**config.mk**
```make
export PLATFORM = sky130hd
export DESIGN_NAME = combo_key_entry
export DESIGN_NICKNAME = d
export VERILOG_FILES = /design/src/rtl/combo_pkg.sv /design/src/rtl/combo_sync2.sv /design/src/rtl/combo_key_entry.sv
export SDC_FILE = /design/constraint.sdc
export NUM_CORES = 1
export LEC_CHECK = 0
export ABC_CLOCK_PERIOD_IN_PS = 4900
export BUFFER_PORTS_ARGS = -buffer_cell sky130_fd_sc_hd__buf_2
export CORE_MARGIN = 10
export CORE_UTILIZATION = 50
export DETAILED_ROUTE_END_ITERATION = 6
export PLACE_DENSITY_LB_ADDON = 0.05
export SLEW_MARGIN = 20
export SYNTH_ARGS = -nofsm -noshare
export SYNTH_HDL_FRONTEND = slang
export SYNTH_HIERARCHICAL = 1
export SYNTH_SLANG_ARGS = --single-unit
```
**constraint.sdc**
```tcl
create_clock -name CLK -period 4.9 [get_ports CLK]
set_input_delay 0.49 -clock CLK [delete_from_list [all_inputs] [get_ports CLK]]
set_output_delay 0.49 -clock CLK [all_outputs]
set_load 0.01 [all_outputs]
```
**src/rtl/combo_pkg.sv**
```systemverilog
// Shared types and constants for the combination-lock key entry front end.
package combo_pkg;

  localparam int CODE_W              = 4;
  localparam int DEBOUNCE_CYCLES_DEF = 16;

  typedef enum logic [2:0] {
    IDLE,
    PRESS_DB,
    PRESSED,
    REJECT,
    RELEASE_DB
  } state_t;

  // True when exactly one key bit is set.
  function automatic logic is_onehot(input logic [CODE_W-1:0] v);
    return (v != '0) && ((v & (v - {{(CODE_W-1){1'b0}}, 1'b1})) == '0);
  endfunction

endpackage

```
**src/rtl/combo_sync2.sv**
```systemverilog
// Two-flop synchroniser for asynchronous inputs, cleared by the async active-low reset.
module combo_sync2
  import combo_pkg::*;
#(
  parameter int WIDTH = CODE_W
) (
  input  logic             CLK,
  input  logic             RST,
  input  logic [WIDTH-1:0] d,
  output logic [WIDTH-1:0] q
);

  logic [WIDTH-1:0] meta_p0;

  always_ff @(posedge CLK or negedge RST) begin
    if (!RST) begin
      meta_p0 <= '0;
      q       <= '0;
    end else begin
      meta_p0 <= d;
      q       <= meta_p0;
    end
  end

endmodule

```
**src/rtl/combo_key_entry.sv**
```systemverilog
// Debounces four raw push buttons and hands single-key presses to the lock as a
// held one-hot code plus a one-cycle strobe; multi-key presses are flagged and dropped.
module combo_key_entry
  import combo_pkg::*;
#(
  parameter int DEBOUNCE_CYCLES = DEBOUNCE_CYCLES_DEF,
  parameter int CNT_W           = 8
) (
  input  logic              CLK,
  input  logic              RST,
  input  logic [CODE_W-1:0] btn_in,
  input  logic              clear_count,
  output logic [CODE_W-1:0] code_out,
  output logic              code_valid,
  output logic              multi_err,
  output logic              busy,
  output logic [CNT_W-1:0]  press_count
);

  localparam logic [CNT_W-1:0] CNT_LAST = CNT_W'(DEBOUNCE_CYCLES - 1);

  logic [CODE_W-1:0] sync_p1;
  state_t            state, state_nxt;
  logic [CODE_W-1:0] cand, cand_nxt;
  logic [CNT_W-1:0]  cnt, cnt_nxt;
  logic [CODE_W-1:0] code_nxt;
  logic              valid_nxt;
  logic              err_nxt;
  logic              accept;

  combo_sync2 #(.WIDTH(CODE_W)) u_sync (
    .CLK (CLK),
    .RST (RST),
    .d   (btn_in),
    .q   (sync_p1)
  );

  // Stage p1 -> state: debounce FSM on the synchronised buttons
  always_comb begin
    state_nxt = state;
    cand_nxt  = cand;
    cnt_nxt   = cnt;
    code_nxt  = code_out;
    valid_nxt = 1'b0;
    err_nxt   = 1'b0;
    accept    = 1'b0;
    case (state)
      IDLE: begin
        code_nxt = '0;
        if (sync_p1 != '0) begin
          cand_nxt  = sync_p1;
          cnt_nxt   = '0;
          state_nxt = PRESS_DB;
        end
      end
      PRESS_DB: begin
        if (sync_p1 != cand) begin
          cnt_nxt   = '0;
          state_nxt = IDLE;
        end else if (cnt == CNT_LAST) begin
          if (is_onehot(cand)) begin
            state_nxt = PRESSED;
            code_nxt  = cand;
            valid_nxt = 1'b1;
            accept    = 1'b1;
          end else begin
            state_nxt = REJECT;
            code_nxt  = '0;
            err_nxt   = 1'b1;
          end
        end else begin
          cnt_nxt = cnt + CNT_W'(1);
        end
      end
      PRESSED: begin
        // Extra or swapped keys while held are ignored; only a full release counts.
        code_nxt = cand;
        if (sync_p1 == '0) begin
          cnt_nxt   = '0;
          state_nxt = RELEASE_DB;
        end
      end
      REJECT: begin
        code_nxt = '0;
        if (sync_p1 == '0) begin
          cnt_nxt   = '0;
          state_nxt = RELEASE_DB;
        end
      end
      RELEASE_DB: begin
        if (sync_p1 != '0) begin
          cnt_nxt = '0;
        end else if (cnt == CNT_LAST) begin
          cnt_nxt   = '0;
          code_nxt  = '0;
          state_nxt = IDLE;
        end else begin
          cnt_nxt = cnt + CNT_W'(1);
        end
      end
      default: begin
        cnt_nxt   = '0;
        code_nxt  = '0;
        state_nxt = IDLE;
      end
    endcase
  end

  // State -> outputs: every output is a flop
  always_ff @(posedge CLK or negedge RST) begin
    if (!RST) begin
      state      <= IDLE;
      cand       <= '0;
      cnt        <= '0;
      code_out   <= '0;
      code_valid <= 1'b0;
      multi_err  <= 1'b0;
      busy       <= 1'b0;
    end else begin
      state      <= state_nxt;
      cand       <= cand_nxt;
      cnt        <= cnt_nxt;
      code_out   <= code_nxt;
      code_valid <= valid_nxt;
      multi_err  <= err_nxt;
      busy       <= (state_nxt != IDLE);
    end
  end

  // Clear takes priority over a same-cycle acceptance.
  always_ff @(posedge CLK or negedge RST) begin
    if (!RST) begin
      press_count <= '0;
    end else if (clear_count) begin
      press_count <= '0;
    end else if (accept) begin
      press_count <= press_count + CNT_W'(1);
    end
  end

endmodule
```
**Yosys cells after proc, flatten, opt, wreduce, memory -nomap -nowiden**

Index checks and enable logic that the tools add are counted.

- Eq/ne operators: 13
- Multiplexer cells: 31
- Bitwise operators: 1
- Reductions and logical operators: 12
- Add/subtract/negate cells: 3

Operators by type and width:

| kind | count |
|---|---|
| $mux 8 | 8 |
| $pmux 8 s4 | 1 |
| $mux 4 | 5 |
| $mux 3 | 6 |
| $add 8x1->8 const B | 2 |
| $pmux 3 s4 | 1 |
| $pmux 4 s3 | 1 |
| $ne 2x2->1 const B | 5 |
| $mux 1 | 9 |
| $eq 8x4->1 const B | 1 |
| $logic_not 4->1 | 2 |
| $reduce_bool 4->1 | 2 |
| $eq 3x2->1 const B | 2 |
| $and 4x4->4 | 1 |
| $ne 4x4->1 | 1 |
| $reduce_and 4->1 | 1 |
| $sub 4x1->4 const B | 1 |
| $eq 3x1->1 const B | 1 |
| $eq 3x3->1 const B | 1 |
| $logic_not 3->1 | 1 |
| $ne 3x3->1 const B | 1 |
| $reduce_and 3->1 | 1 |
| $reduce_bool 3->1 | 1 |
| $ne 2x1->1 const B | 1 |
| 4 further kinds | 4 |

- Register bits after elaboration: 38
- Input bits: 7

**Longest topological paths before layout**

Gate-level depths: netlist of the first run.

- Depth in word-level cells: 10
- Gate-level depth with buffers: 6

**Hierarchy**

Netlist of the first run, hierarchy kept.

Modules (own cells, without submodules):

| module | instances | cells an instance | sequential area each (um2) | area each (um2) |
|---|---|---|---|---|
| combo_key_entry | 1 | 178 | 750.7 | 1,690.4 |
| combo_sync2 | 1 | 8 | 200.2 | 200.2 |

**Worst setup path after synthesis of the first run**

OpenSTA, ideal clock, no wires.

- Path kind: reg2reg
- From: register cnt[5]
- To: register press_count[3]
- Slack: 2.775 ns
- Required time: 4.822 ns
- Data arrival time: 2.047 ns
- Library setup time: 0.078 ns
- Clock period less this slack: 2.125 ns
- Stages on the path, launching flop included: 6
- Buffers on the path: 0
- Path through: dfrtp_1 > or3_4 > or2_4 > or4_4 > or3_1 > a21oi_1

- Word-level cells in the longest chain between the ends: 5

RTL lines:

| item | RTL line | RTL |
|---|---|---|
| start, declared | combo_key_entry.sv:25 | `logic [CNT_W-1:0] cnt, cnt_nxt;` |
| start signal, assigned | combo_key_entry.sv:122 | `cnt <= cnt_nxt;` |
| $eq 8x4->1 | combo_key_entry.sv:60 | `end else if (cnt == CNT_LAST) begin` |
| $mux 1 | combo_key_entry.sv:60 |  |
| $mux 1 | combo_key_entry.sv:57 | `if (sync_p1 != cand) begin` |
| $mux 1 | combo_key_entry.sv:47 | `case (state)` |
| $reduce_bool 2->1 (no line) | - |  |
| end signal, assigned | combo_key_entry.sv:137 | `press_count <= press_count + CNT_W'(1);` |
| end, declared | combo_key_entry.sv:17 | `output logic [CNT_W-1:0] press_count` |

Every way passes these cells.
A chain may end at the register's enable or synchronous reset.

**Worst setup path in the final report of the first run**

- From: register u_sync.q[1]
- To: register cnt[7]

- Word-level cells in the longest chain between the ends: 3
- Elaborated cells between the ends (all ways): 10
- Those cells by class: eq/ne (4); mux (3); reduce/logical (3)

RTL lines:

| item | RTL line | RTL |
|---|---|---|
| start, declared | combo_sync2.sv:10 | `output logic [WIDTH-1:0] q` |
| start signal, assigned | combo_sync2.sv:21 | `q <= meta_p0;` |
| $ne 4x4->1 (tied with other cells) | combo_key_entry.sv:57 |  |
| $mux 8 (tied with other cells) | combo_key_entry.sv:57 |  |
| $pmux 8 s4 or $reduce_and 3->1 (tied branches) | - |  |

Several ways; a longest one is shown, not always the timed one.

==> metrics.md, run 1 <==
| Metric | Value |
|---|---|
| TritonCTS buffer count | `5` |
| Synth Area in XOR/XNOR | `~4.2%` |
| Pwr Density | `404 nW/um^2` |
| Worst-Margin Slew | `a little under 0.9 ns` |
| Vias in the first global route | `approximately 1.4k` |
| Total number of yosys warnings | `6` |
| Data arrival, critical path | `2.60 ns` |
| Initial core utilization | `51.6%` |
| Area Growth Syn to Fin | `12.0%` |
| Core area | `3660 um^2` |
| CTS sink cnt | `38` |
| Mean Syn Cell Area | `10.2 um^2` |
| Adder-Cell Fraction of Synth Area | `1.85%` |
| Core Util, Final | `57.9%` |
| Synth area leader | `dfrtp_1` |
| Detailed placement HPWL | `about 2.6 mm` |
| H-tree levels | `2` |
| Die height | `81.5 um` |
| Crit. End Element | `flop` |
| Initial drt markers | `101` |
| Die Width | `81.5 um` |
| Root Buffer | `clkbuf_8` |
| Critical Path Source Type | `flop` |
| Hold Crit Class | `in2async` |
| Setup bufs post-CTS | `0` |
| Placer Congestion | `0.785` |
| Post-CTS sizing | `0` |
| CTS Hold Bufs | `0` |
| Post-route clock skew | `about 0.0051 ns` |
| Nets | `216` |
| # DRC | `0` |
| Routed WL per cell | `14.2 um` |
| Congestion Overflow GR | `0` |
| Peak supply drop | `between 0.00015 and 0.0002 V` |
| First-pass GRT wire length | `roughly 6.2 mm` |
| Final ANT Viol Nets | `0` |
| Leakage power | `0.979 nW` |
| FP Rows | `22` |
| WL final | `3.64 mm` |
| Fin cells | `256` |
| RSZ-0062 raised after global routing | `false` |
| Setup CP Type | `reg2reg` |
| Syn Inst Count | `between 150 and 200` |
| Ratio of cells with drive above 1 in the final layout | `19.7%` |
| Vias | `1,429` |
| Area share of the largest cell type after synthesis | `50.3%` |
| Flops & latches, synth | `38` |
| Skew-Pair Late Insertion Delay | `0.29 ns` |
| Die ar. | `6640 um^2` |
| Port Buffers | `21` |
| Clk slew on worst S/H paths | `0.07 ns` |
| TritonRoute pass-1 iters | `4` |
| WP data required | `5.08 ns` |
| Final setup vio count | `0` |
| Power after layout | `0.000856 W` |
| Tot GR Track Use | `11.7%` |
| Post-Place Cells | `between 200 and 250` |
| Period utilization | `49.4%` |
| Post-synthesis simple-gate area fraction | `22.8%` |
| Synth Area in Compound Gates | `between 10 and 15%` |
| Outcome | `finished, final reports clean` |
| Diodes inserted | `0` |
| Routed vias/inst | `~5.6` |
| Top_reg_cell synth | `dfrtp_1` |
| Initial antenna violation count | `0` |
| Tmin final | `2.42 ns` |
| CTS tree | `built` |
| Sequential element share of the synthesized area | `50.3%` |
| Crit path max fanout | `6` |
| Asr flop ratio synth | `between 90% and 100%` |
| Clk buf depth | `2` |
| Synth area leaders | `dfrtp_1 50%, nand2_1 4.2%, xnor2_1 3.2%, o21ai_0 2.9%, nor2_1 2.2%` |
| Setup_tns | `0 ns` |
| Final Hold Viols | `0` |
| Rel. slew slack | `roughly two fifths` |
| Synth cell types | `50` |
| Io pins | `22` |
| Most instantiated library cell after synthesis | `dfrtp_1` |
| Largest family of logic cells by synthesized area | `simple AND/OR/NAND/NOR gates` |
| Syn_nets | `slightly below 200` |
| Max_cap viols | `0` |
| Post-synth EDFFs | `0` |
| Pin count of the biggest net entering global routing | `39` |
| Fillers | `314` |
| Synth cell count leaders | `38 x dfrtp_1, 21 x nand2_1, 11 x nor2_1, 11 x o21ai_0` |
| Mapped Area | `1890 um^2` |
| Fmax | `0.413 GHz` |
| Slew Limit Fails | `0` |
| Multiplexer share of the synthesized area | `2.78%` |
==> layout by cell type (no fill, tap or decap), types with 3 or more instances in the layout <==
master / n
xnor2_1: 7
nor2_1: 11
a22o_1: 4
or3_1: 3
mux2i_1: 3
o21ai_0: 11
clkbuf_8: 6
o41ai_1: 3
nor4_1: 3
inv_1: 8
nand3_1: 8
dfrtp_1: 38
buf_2: 21
nand2_1: 21
a22oi_1: 3
nand2b_1: 3
a21oi_1: 7
==> worst paths after layout <==
kind,start,endpoint,slack (ns),cells after the start
worst max-delay path,u_sync/q[1],cnt[7],2.48,5
worst min-delay path,RST,cand[3],0.29,1
worst max register to register,u_sync/q[1],cnt[7],2.48,5
worst min register to register,u_sync/meta_p0[0],u_sync/q[0],0.35,0
max in group asynchronous,RST,cnt[1],4.11,1
min in group CLK,btn_in[2],u_sync/meta_p0[2],0.30,1
==> per-layer routing <==
metal / GRT usage, % / share of wire (%)
met5: 0 / 0
met1: 13.0 / 44
met4: 5.19 / 1.6
met3: 3.28 / 4.9
met2: 20.3 / 50
==> where the power goes <==
part | switching (W) | internal, W | leakage, nW
combinational | 0.000125 | 0.0000927 | 0.432
sequential | 0.0000644 | 0.000354 | 0.499
clock | 0.000107 | 0.000113 | 0.0472
total | 0.000297 | 0.000559 | 0.979
==> state kept, by name, indices dropped and copies added, names as in the netlist <==
register,cells
u_sync/q,4
cnt,8
code_out,4
u_sync/meta_p0,4
state,3
busy,1
cand,4
press_count,8
code_valid,1
multi_err,1
==> metrics by stage <==
step	area, um^2	setup WS, ns	hold WS, ns
after global routing	2120	2.17	0.300
final	2120	2.48	0.289
after floorplan	1890	2.77	0.194
after CTS	2120	2.50	0.296
after global placement	2020	2.62	0.336
after detailed placement	2020	2.54	0.336
==> logic make-up (layout without fill, tap and decap cells) <==
family | count (synthesis) | count (layout)
AOI/OAI and AO/OA | 41 | 41
xor gates and xnor gates | 9 | 9
adders and majority gates | 3 | 3
buffers and inverters | 15 | 37
DFF | 38 | 38
muxes | 5 | 5
and+or+nand+nor | 75 | 75
==> layout make-up <==
type | count | area [um^2] | share of cell area (%)
inverters | 8 | 30.0 | 1.42
well taps | 48 | 60.1 | 2.84
multi-input cells | 133 | 877 | 41.4
clock buffers | 6 | 82.6 | 3.90
repair buffers | 21 | 105 | 4.96
clock inverters | 2 | 12.5 | 0.591
flip-flops and latches | 38 | 951 | 44.9
==> worst max-delay path, cell delays in order (launching register included) <==
cell and delay [ns]:
dfrtp_1 0.42, nor4_1 0.79, nand2_1 0.14, o22ai_1 0.45, nand2b_1 0.25, o41ai_1 0.27
(Power assumes the default switching activity.)
==> inputs of run 2 (changes only) <==
- ABC_CLOCK_PERIOD_IN_PS: 4900 -> 2500
- clock period: 4.9 -> 2.5 ns (I/O delays scaled with it)
==> metrics.md, run 2 (same netlist as run 1, synthesis figures left out) <==
| Metric | Value |
|---|---|
| Outcome | `finished, final reports clean` |
| TritonRoute pass-1 iters | `4 (unchanged)` |
| Fin worst setup slack | `0.223 ns (-2.26 ns)` |
| Peak supply drop | `0.000297 V (+50%)` |
| Most common cell after layout, fill and taps aside | `dfrtp_1` |
| Setup WS pre-CTS | `0.265 ns (-2.27 ns)` |
| Leakage power | `1.00 nW (+2.6%)` |
| Pint | `0.00111 W (+98%)` |
| Worst hold margin | `0.0594 ns (-0.230 ns)` |
| Routed vias/inst | `5.62 (+0.76%)` |
| Placer Congestion | `0.840 (+7.0%)` |
| Final setup vio count | `0 (unchanged)` |
| Port Buffers | `21 (unchanged)` |
| Setup_tns | `0 ns (unchanged)` |
| Clock share of power | `25.4% (-0.3 points)` |
| Max_cap viols | `0 (unchanged)` |
| Die ar. | `6640 um^2 (unchanged)` |
| Vias | `1,468 (+2.7%)` |
| Top Metal Used | `met4` |
| Rel. slew slack | `39.2% (-1.1 points)` |
| Hold Crit Class | `in2async` |
| Most frequent cells in the layout | `38 x dfrtp_1, 21 x nand2_1, 21 x buf_2` |
| Diodes inserted | `0 (unchanged)` |
| Routed WL per cell | `14.4 um (+1.0%)` |
| Slew Limit Fails | `0 (unchanged)` |
| Vias in the first global route | `1,424 (+4.1%)` |
| Final Hold Viols | `0 (unchanged)` |
| Pwr Density | `783 nW/um^2 (+94%)` |
| FP Rows | `22 (unchanged)` |
| Nets | `221 (+2.3%)` |
| Post-CTS sizing | `0 (unchanged)` |
| Switching fraction of total power | `34.5% (-0.19 points)` |
| Met1 WL | `1.66 mm (+4.1%)` |
| Ratio of cells with drive above 1 in the final layout | `21.6% (+1.9 points)` |
| Die Width | `81.5 um (unchanged)` |
| WP data required | `2.71 ns (-2.37 ns)` |
| CTS Hold Bufs | `0 (unchanged)` |
| Tot GR Track Use | `12.5% (+0.84 points)` |
| WL final | `3.75 mm (+3.0%)` |
| Skew-Pair Late Insertion Delay | `0.29 ns (about the same)` |
| Initial drt markers | `72 (-29%)` |
| Crit. End Element | `flop` |
| Tmin final | `2.28 ns (-0.141 ns)` |
| Detailed placement HPWL | `2.78 mm (+5.2%)` |
| Period utilization | `91.1% (+42 points)` |
| Crit path max fanout | `5 (-1)` |
| Net Switching | `0.000582 W (+96%)` |
| Logic gate share of total power | `26.1% (+0.7 points)` |
| Initial core utilization | `51.6% (unchanged)` |
| Congestion Overflow GR | `0 (unchanged)` |
| Post-Place Cells | `253 (+2.0%)` |
| Critical Path Source Type | `flop` |
| CTS tree | `built` |
| Pin count of the biggest net entering global routing | `39 (unchanged)` |
| H-tree levels | `2 (unchanged)` |
| Post-route clock skew | `0.00756 ns (+0.00247 ns)` |
| Final ANT Viol Nets | `0 (unchanged)` |
| Core area | `3660 um^2 (unchanged)` |
| Root Buffer | `clkbuf_8` |
| Fmax | `0.439 GHz (+6.2%)` |
| Setup bufs post-CTS | `0 (unchanged)` |
| # DRC | `0 (unchanged)` |
| Core Util, Final | `58.9% (+1.0 points)` |
| Io pins | `22 (unchanged)` |
| Initial antenna violation count | `0 (unchanged)` |
| Part of the power in registers | `48.4% (-0.4 points)` |
| CTS sink cnt | `38 (unchanged)` |
| Met2 WL | `1.84 mm (+1.7%)` |
| RSZ-0062 raised after global routing | `false` |
| Area Growth Syn to Fin | `14.0%` |
| Die height | `81.5 um (unchanged)` |
| Fin cells | `261 (+2.0%)` |
| Routed met3 length | `198 um (+11%)` |
| Clk slew on worst S/H paths | `0.08 ns (about the same)` |
| Clk buf depth | `2 (unchanged)` |
| Setup CP Type | `reg2reg` |
| Worst-Margin Slew | `0.906 ns (+0.0196 ns)` |
| Fillers | `309 (-1.6%)` |
| Data arrival, critical path | `2.49 ns (-0.11 ns)` |
| TritonCTS buffer count | `5 (unchanged)` |
| First-pass GRT wire length | `6.62 mm (+7.5%)` |
| Biggest regs | `cnt x8, press_count x8` |
==> run 2: cell type report <==
cell class	instances	area (um^2)	share of cell area (%)
sequential	38	951	44.1
tap	48	60.1	2.79
inverter	8	30.0	1.39
clock buffer	6	82.6	3.83
clock inverter	2	12.5	0.580
multi-input combinational	133	877	40.7
timing repair buffer	26	143	6.62
==> run 2: path summary, 6_finish.rpt <==
check / cells after the start / end / start / slack (ns)
worst min register to register: 0 / u_sync/q[0] / u_sync/meta_p0[0] / 0.35
min in group CLK: 1 / u_sync/meta_p0[1] / btn_in[1] / 0.06
worst max register to register: 6 / press_count[3] / cnt[0] / 0.22
worst min-delay path: 1 / cand[3] / RST / 0.06
max in group asynchronous: 1 / cnt[6] / RST / 1.91
worst max-delay path: 6 / press_count[3] / cnt[0] / 0.22
==> run 2: worst max-delay path, cell delays in order, from the launching register on <==
cell,delay (ns)
dfrtp_1,0.38
ha_1,0.22
nand4b_1,0.22
or2_4,0.32
or4_4,0.56
or3_1,0.36
a21oi_1,0.15
==> run 2: metal layers <==
layer  track usage, %  vias to the layer above
met1             15.0                      706
li1                 -                      725
met4             3.81                        0
met2             20.9                       32
met5                0                        -
met3             4.04                        5
==> run 2: power by group through the flow <==
stage,registers [W],logic [W],clock network (W)
detailed placement,0.000831,0.000447,0
CTS,0.000819,0.000448,0.000442
global route,0.000839,0.000501,0.000472
floorplan,0.000750,0.000414,0
finish,0.000818,0.000441,0.000429
global placement,0.000825,0.000433,0
==> run 2: through the flow <==
step | cell area (um^2) | total power, W
2_1_floorplan | 1890 | 0.00116
3_3_place_gp | 2060 | 0.00126
3_5_place_dp | 2060 | 0.00128
4_1_cts | 2160 | 0.00171
5_1_grt | 2160 | 0.00181
6_report | 2160 | 0.00169
==> inputs of run 3 (changes only) <==
- ABC_AREA: default -> 1
- ABC_CLOCK_PERIOD_IN_PS: 2500 -> 2550
- clock period: 2.5 -> 2.55 ns (I/O delays scaled with it)
==> metrics.md, run 3 <==
| Metric | Value |
|---|---|
| Syn Inst Count | `278 (+49%)` |
| CP startpoint | `state[1]` |
| Detailed placement HPWL | `3.14 mm (+13%)` |
| TritonRoute pass-1 iters | `4 (unchanged)` |
| WP data required | `2.77 ns (+0.06 ns)` |
| Clk slew on worst S/H paths | `0.07 ns (about the same)` |
| Synth area leader | `dfrtp_1` |
| Area of the multi-input gates | `1030 um^2 (+18%)` |
| Reg-to-Reg End | `code_out[1]` |
| Net Switching | `0.000606 W (+4.2%)` |
| Switching fraction of total power | `33.1% (-1.4 points)` |
| Total number of yosys warnings | `6 (unchanged)` |
| CTS Hold Bufs | `0 (unchanged)` |
| Sequential element share of the synthesized area | `44.4% (-5.9 points)` |
| Outcome | `finished, final reports clean` |
| Clk buf depth | `2 (unchanged)` |
| Biggest regs | `cnt x8, press_count x8` |
| Setup CP Type | `reg2reg` |
| Synth Area in Compound Gates | `4.27% (-10 points)` |
| Asr flop ratio synth | `100% (unchanged)` |
| Synth cell types | `27 (-46%)` |
| Fmax | `0.589 GHz (+34%)` |
| Part of the power in registers | `40.2% (-8.2 points)` |
| Flops & latches, synth | `38 (unchanged)` |
| Crit. End Element | `flop` |
| Met2 Resource Use GR | `18.5% (-2.5 points)` |
| Data arrival, critical path | `1.91 ns (-0.58 ns)` |
| Placer Congestion | `0.829 (-1.3%)` |
| Area Growth Syn to Fin | `13.3%` |
| Tmin final | `1.70 ns (-0.580 ns)` |
| GR peak layer | `met2` |
| Final ANT Viol Nets | `0 (unchanged)` |
| Peak supply drop | `0.000566 V (+91%)` |
| Die height | `85.4 um (+4.8%)` |
| Post-Place Cells | `345 (+36%)` |
| Final setup vio count | `0 (unchanged)` |
| Syn_nets | `287 (+47%)` |
| Period utilization | `66.6% (-25 points)` |
| Tot GR Track Use | `12.8% (+0.32 points)` |
| Post-synthesis simple-gate area fraction | `40.1% (+17 points)` |
| Fillers | `342 (+11%)` |
| Die Width | `85.4 um (+4.8%)` |
| Most frequent cells in the layout | `101 x nand2_1, 38 x dfrtp_1, 28 x inv_1` |
| Vias | `1,770 (+21%)` |
| Fin cells | `353 (+35%)` |
| GRT met1 Usage | `17.1% (+2.1 points)` |
| Largest family of logic cells by synthesized area | `simple AND/OR/NAND/NOR gates` |
| Critical Path Source Type | `flop` |
| CP dominant cell by count | `nand2_1` |
| First-pass GRT wire length | `7.76 mm (+17%)` |
| CP max stage cell | `nor3_2` |
| Setup_tns | `0 ns (unchanged)` |
| # DRC | `0 (unchanged)` |
| Slew Limit Fails | `0 (unchanged)` |
| Mapped Area | `2140 um^2 (+13%)` |
| Nets | `311 (+41%)` |
| Top_reg_cell synth | `dfrtp_1` |
| Leakage power | `1.38 nW (+37%)` |
| Vias in the first global route | `1,690 (+19%)` |
| RSZ-0062 raised after global routing | `false` |
| Reg2Reg Setup Slack | `0.85 ns (+0.63 ns)` |
| Root Buffer | `clkbuf_8` |
| Pint | `0.00122 W (+11%)` |
| Area share of the largest cell type after synthesis | `44.4% (-5.9 points)` |
| Post-synth EDFFs | `0 (unchanged)` |
| Congestion Overflow GR | `0 (unchanged)` |
| Die ar. | `7300 um^2 (+9.9%)` |
| Crit path max fanout | `11 (+6)` |
| Mean Syn Cell Area | `7.70 um^2 (-24%)` |
| Critical path cell sequence | `nor3_2, nand2_1, nand3_2, nand2_1, o21ai_1` |
| TritonCTS buffer count | `5 (unchanged)` |
| Rel. slew slack | `44.0% (+4.7 points)` |
| Setup bufs post-CTS | `0 (unchanged)` |
| Adder-Cell Fraction of Synth Area | `1.17% (-0.68 points)` |
| Setup WS pre-CTS | `0.875 ns (+0.609 ns)` |
| CTS tree | `built` |
| Post-route clock skew | `0.00378 ns (-0.00378 ns)` |
| Initial drt markers | `176 (+140%)` |
| Max stage delay on crit path | `0.62 ns (+0.06 ns)` |
| Logic gate share of total power | `25.6% (-0.5 points)` |
| Initial antenna violation count | `0 (unchanged)` |
| Origin of the critical flop-to-flop path | `state[1]` |
| Final Hold Viols | `0 (unchanged)` |
| Skew-Pair Late Insertion Delay | `0.29 ns (about the same)` |
| Multiplexer share of the synthesized area | `0% (-2.8 points)` |
| Routed vias/inst | `5.01 (-11%)` |
| Synth cell count leaders | `101 x nand2_1, 38 x dfrtp_1, 28 x inv_1` |
| Routed WL per cell | `12.3 um (-15%)` |
| Synth area leaders | `dfrtp_1 44%, nand2_1 18%, inv_1 4.9%, nand3_1 4.9%, nand4_1 4.7%` |
| Worst-Margin Slew | `0.841 ns (-0.0657 ns)` |
| WL final | `4.33 mm (+15%)` |
| Max_cap viols | `0 (unchanged)` |
| Initial core utilization | `52.7% (+1.1 points)` |
| H-tree levels | `2 (unchanged)` |
| CTS sink cnt | `38 (unchanged)` |
| Fin worst setup slack | `0.852 ns (+0.630 ns)` |
| Post-CTS sizing | `0 (unchanged)` |
| Pwr Density | `755 nW/um^2 (-3.6%)` |
| Crit path to | `code_out[1]` |
| Ratio of cells with drive above 1 in the final layout | `17.5% (-4.1 points)` |
| Most common cell after layout, fill and taps aside | `nand2_1` |
| Met3 usage | `4.11% (+0.072 points)` |
| Core Util, Final | `59.7% (+0.84 points)` |
| Pin count of the biggest net entering global routing | `39 (unchanged)` |
| Port Buffers | `21 (unchanged)` |
| Io pins | `22 (unchanged)` |
| Core area | `4060 um^2 (+11%)` |
| Hold Crit Class | `in2async` |
| Most instantiated library cell after synthesis | `nand2_1` |
| Diodes inserted | `0 (unchanged)` |
| Power after layout | `0.00183 W (+8.4%)` |
| Worst r2r path cells | `5 (-1)` |
| Clock share of power | `34.2% (+8.8 points)` |
| Synth Area in XOR/XNOR | `2.87% (-1.3 points)` |
| FP Rows | `23 (+4.5%)` |
| Sequential cell area | `951 um^2 (unchanged)` |
-- run 3: cell types whose count changed after synthesis, sizes merged, moves of 4 or more --
| cell | delta |
|---|---|
| a21oi | -6 |
| a22o | -4 |
| inv | +24 |
| nand2 | +84 |
| nand3 | +17 |
| nand4 | +13 |
| nor2 | +18 |
| or3 | -5 |
| xnor2 | -6 |
| xor2 | +4 |
-- run 3: final cells by class --
class | count | share of cell area [%]
Multi-Input combinational cell | 203 | 42.7
Inverter | 32 | 4.96
Timing Repair Buffer | 22 | 4.65
Clock inverter | 2 | 2.48
Tap cell | 50 | 2.58
Clock buffer | 6 | 3.41
Sequential cell | 38 | 39.2
-- run 3: power groups by stage --
stage	registers (W)	logic, W	clock network, W
after floorplan	0.000745	0.000355	0
final	0.000736	0.000469	0.000625
after CTS	0.000737	0.000473	0.000642
after global placement	0.000748	0.000472	0
after detailed placement	0.000749	0.000471	0
after global routing	0.000750	0.000537	0.000681
-- run 3: critical path: cells and delay by family, from the launching register on --
kind	cells	cell delay, ns
and+or+nand+nor	4	1.11
DFF	1	0.43
AOI/OAI and AO/OA	1	0.08
-- run 3: worst min-delay path by stage --
stage | end | cells after the start
final | code_out[3] | 1
after floorplan | busy | 0
after detailed placement | u_sync/q[3] | 0
after global routing | u_sync/meta_p0[3] | 1
after global placement | u_sync/q[3] | 0
after CTS | u_sync/meta_p0[0] | 1
-- run 3: per-layer routing --
layer | vias up | part of all wire (%)
met5 | - | 0
met4 | 0 | 1.2
met3 | 6 | 5.8
met2 | 42 | 43
met1 | 786 | 50
li1 | 936 | -
-- run 3: cells by family (layout without fill, tap and decap cells) --
| kind of cell | Yosys count | in the layout |
|---|---|---|
| compound gates | 16 | 16 |
| xor+xnor | 7 | 7 |
| fa+ha+maj | 2 | 2 |
| buf+inv | 37 | 62 |
| flops | 38 | 38 |
| simple gates | 178 | 178 |
-- run 3: per-stage QoR --
step | hold slack, ns | area [um^2]
floorplan | -0.0406 | 2140
global placement | 0.332 | 2280
detailed placement | 0.336 | 2280
CTS | 0.0539 | 2420
global route | 0.0419 | 2420
finish | 0.0539 | 2420
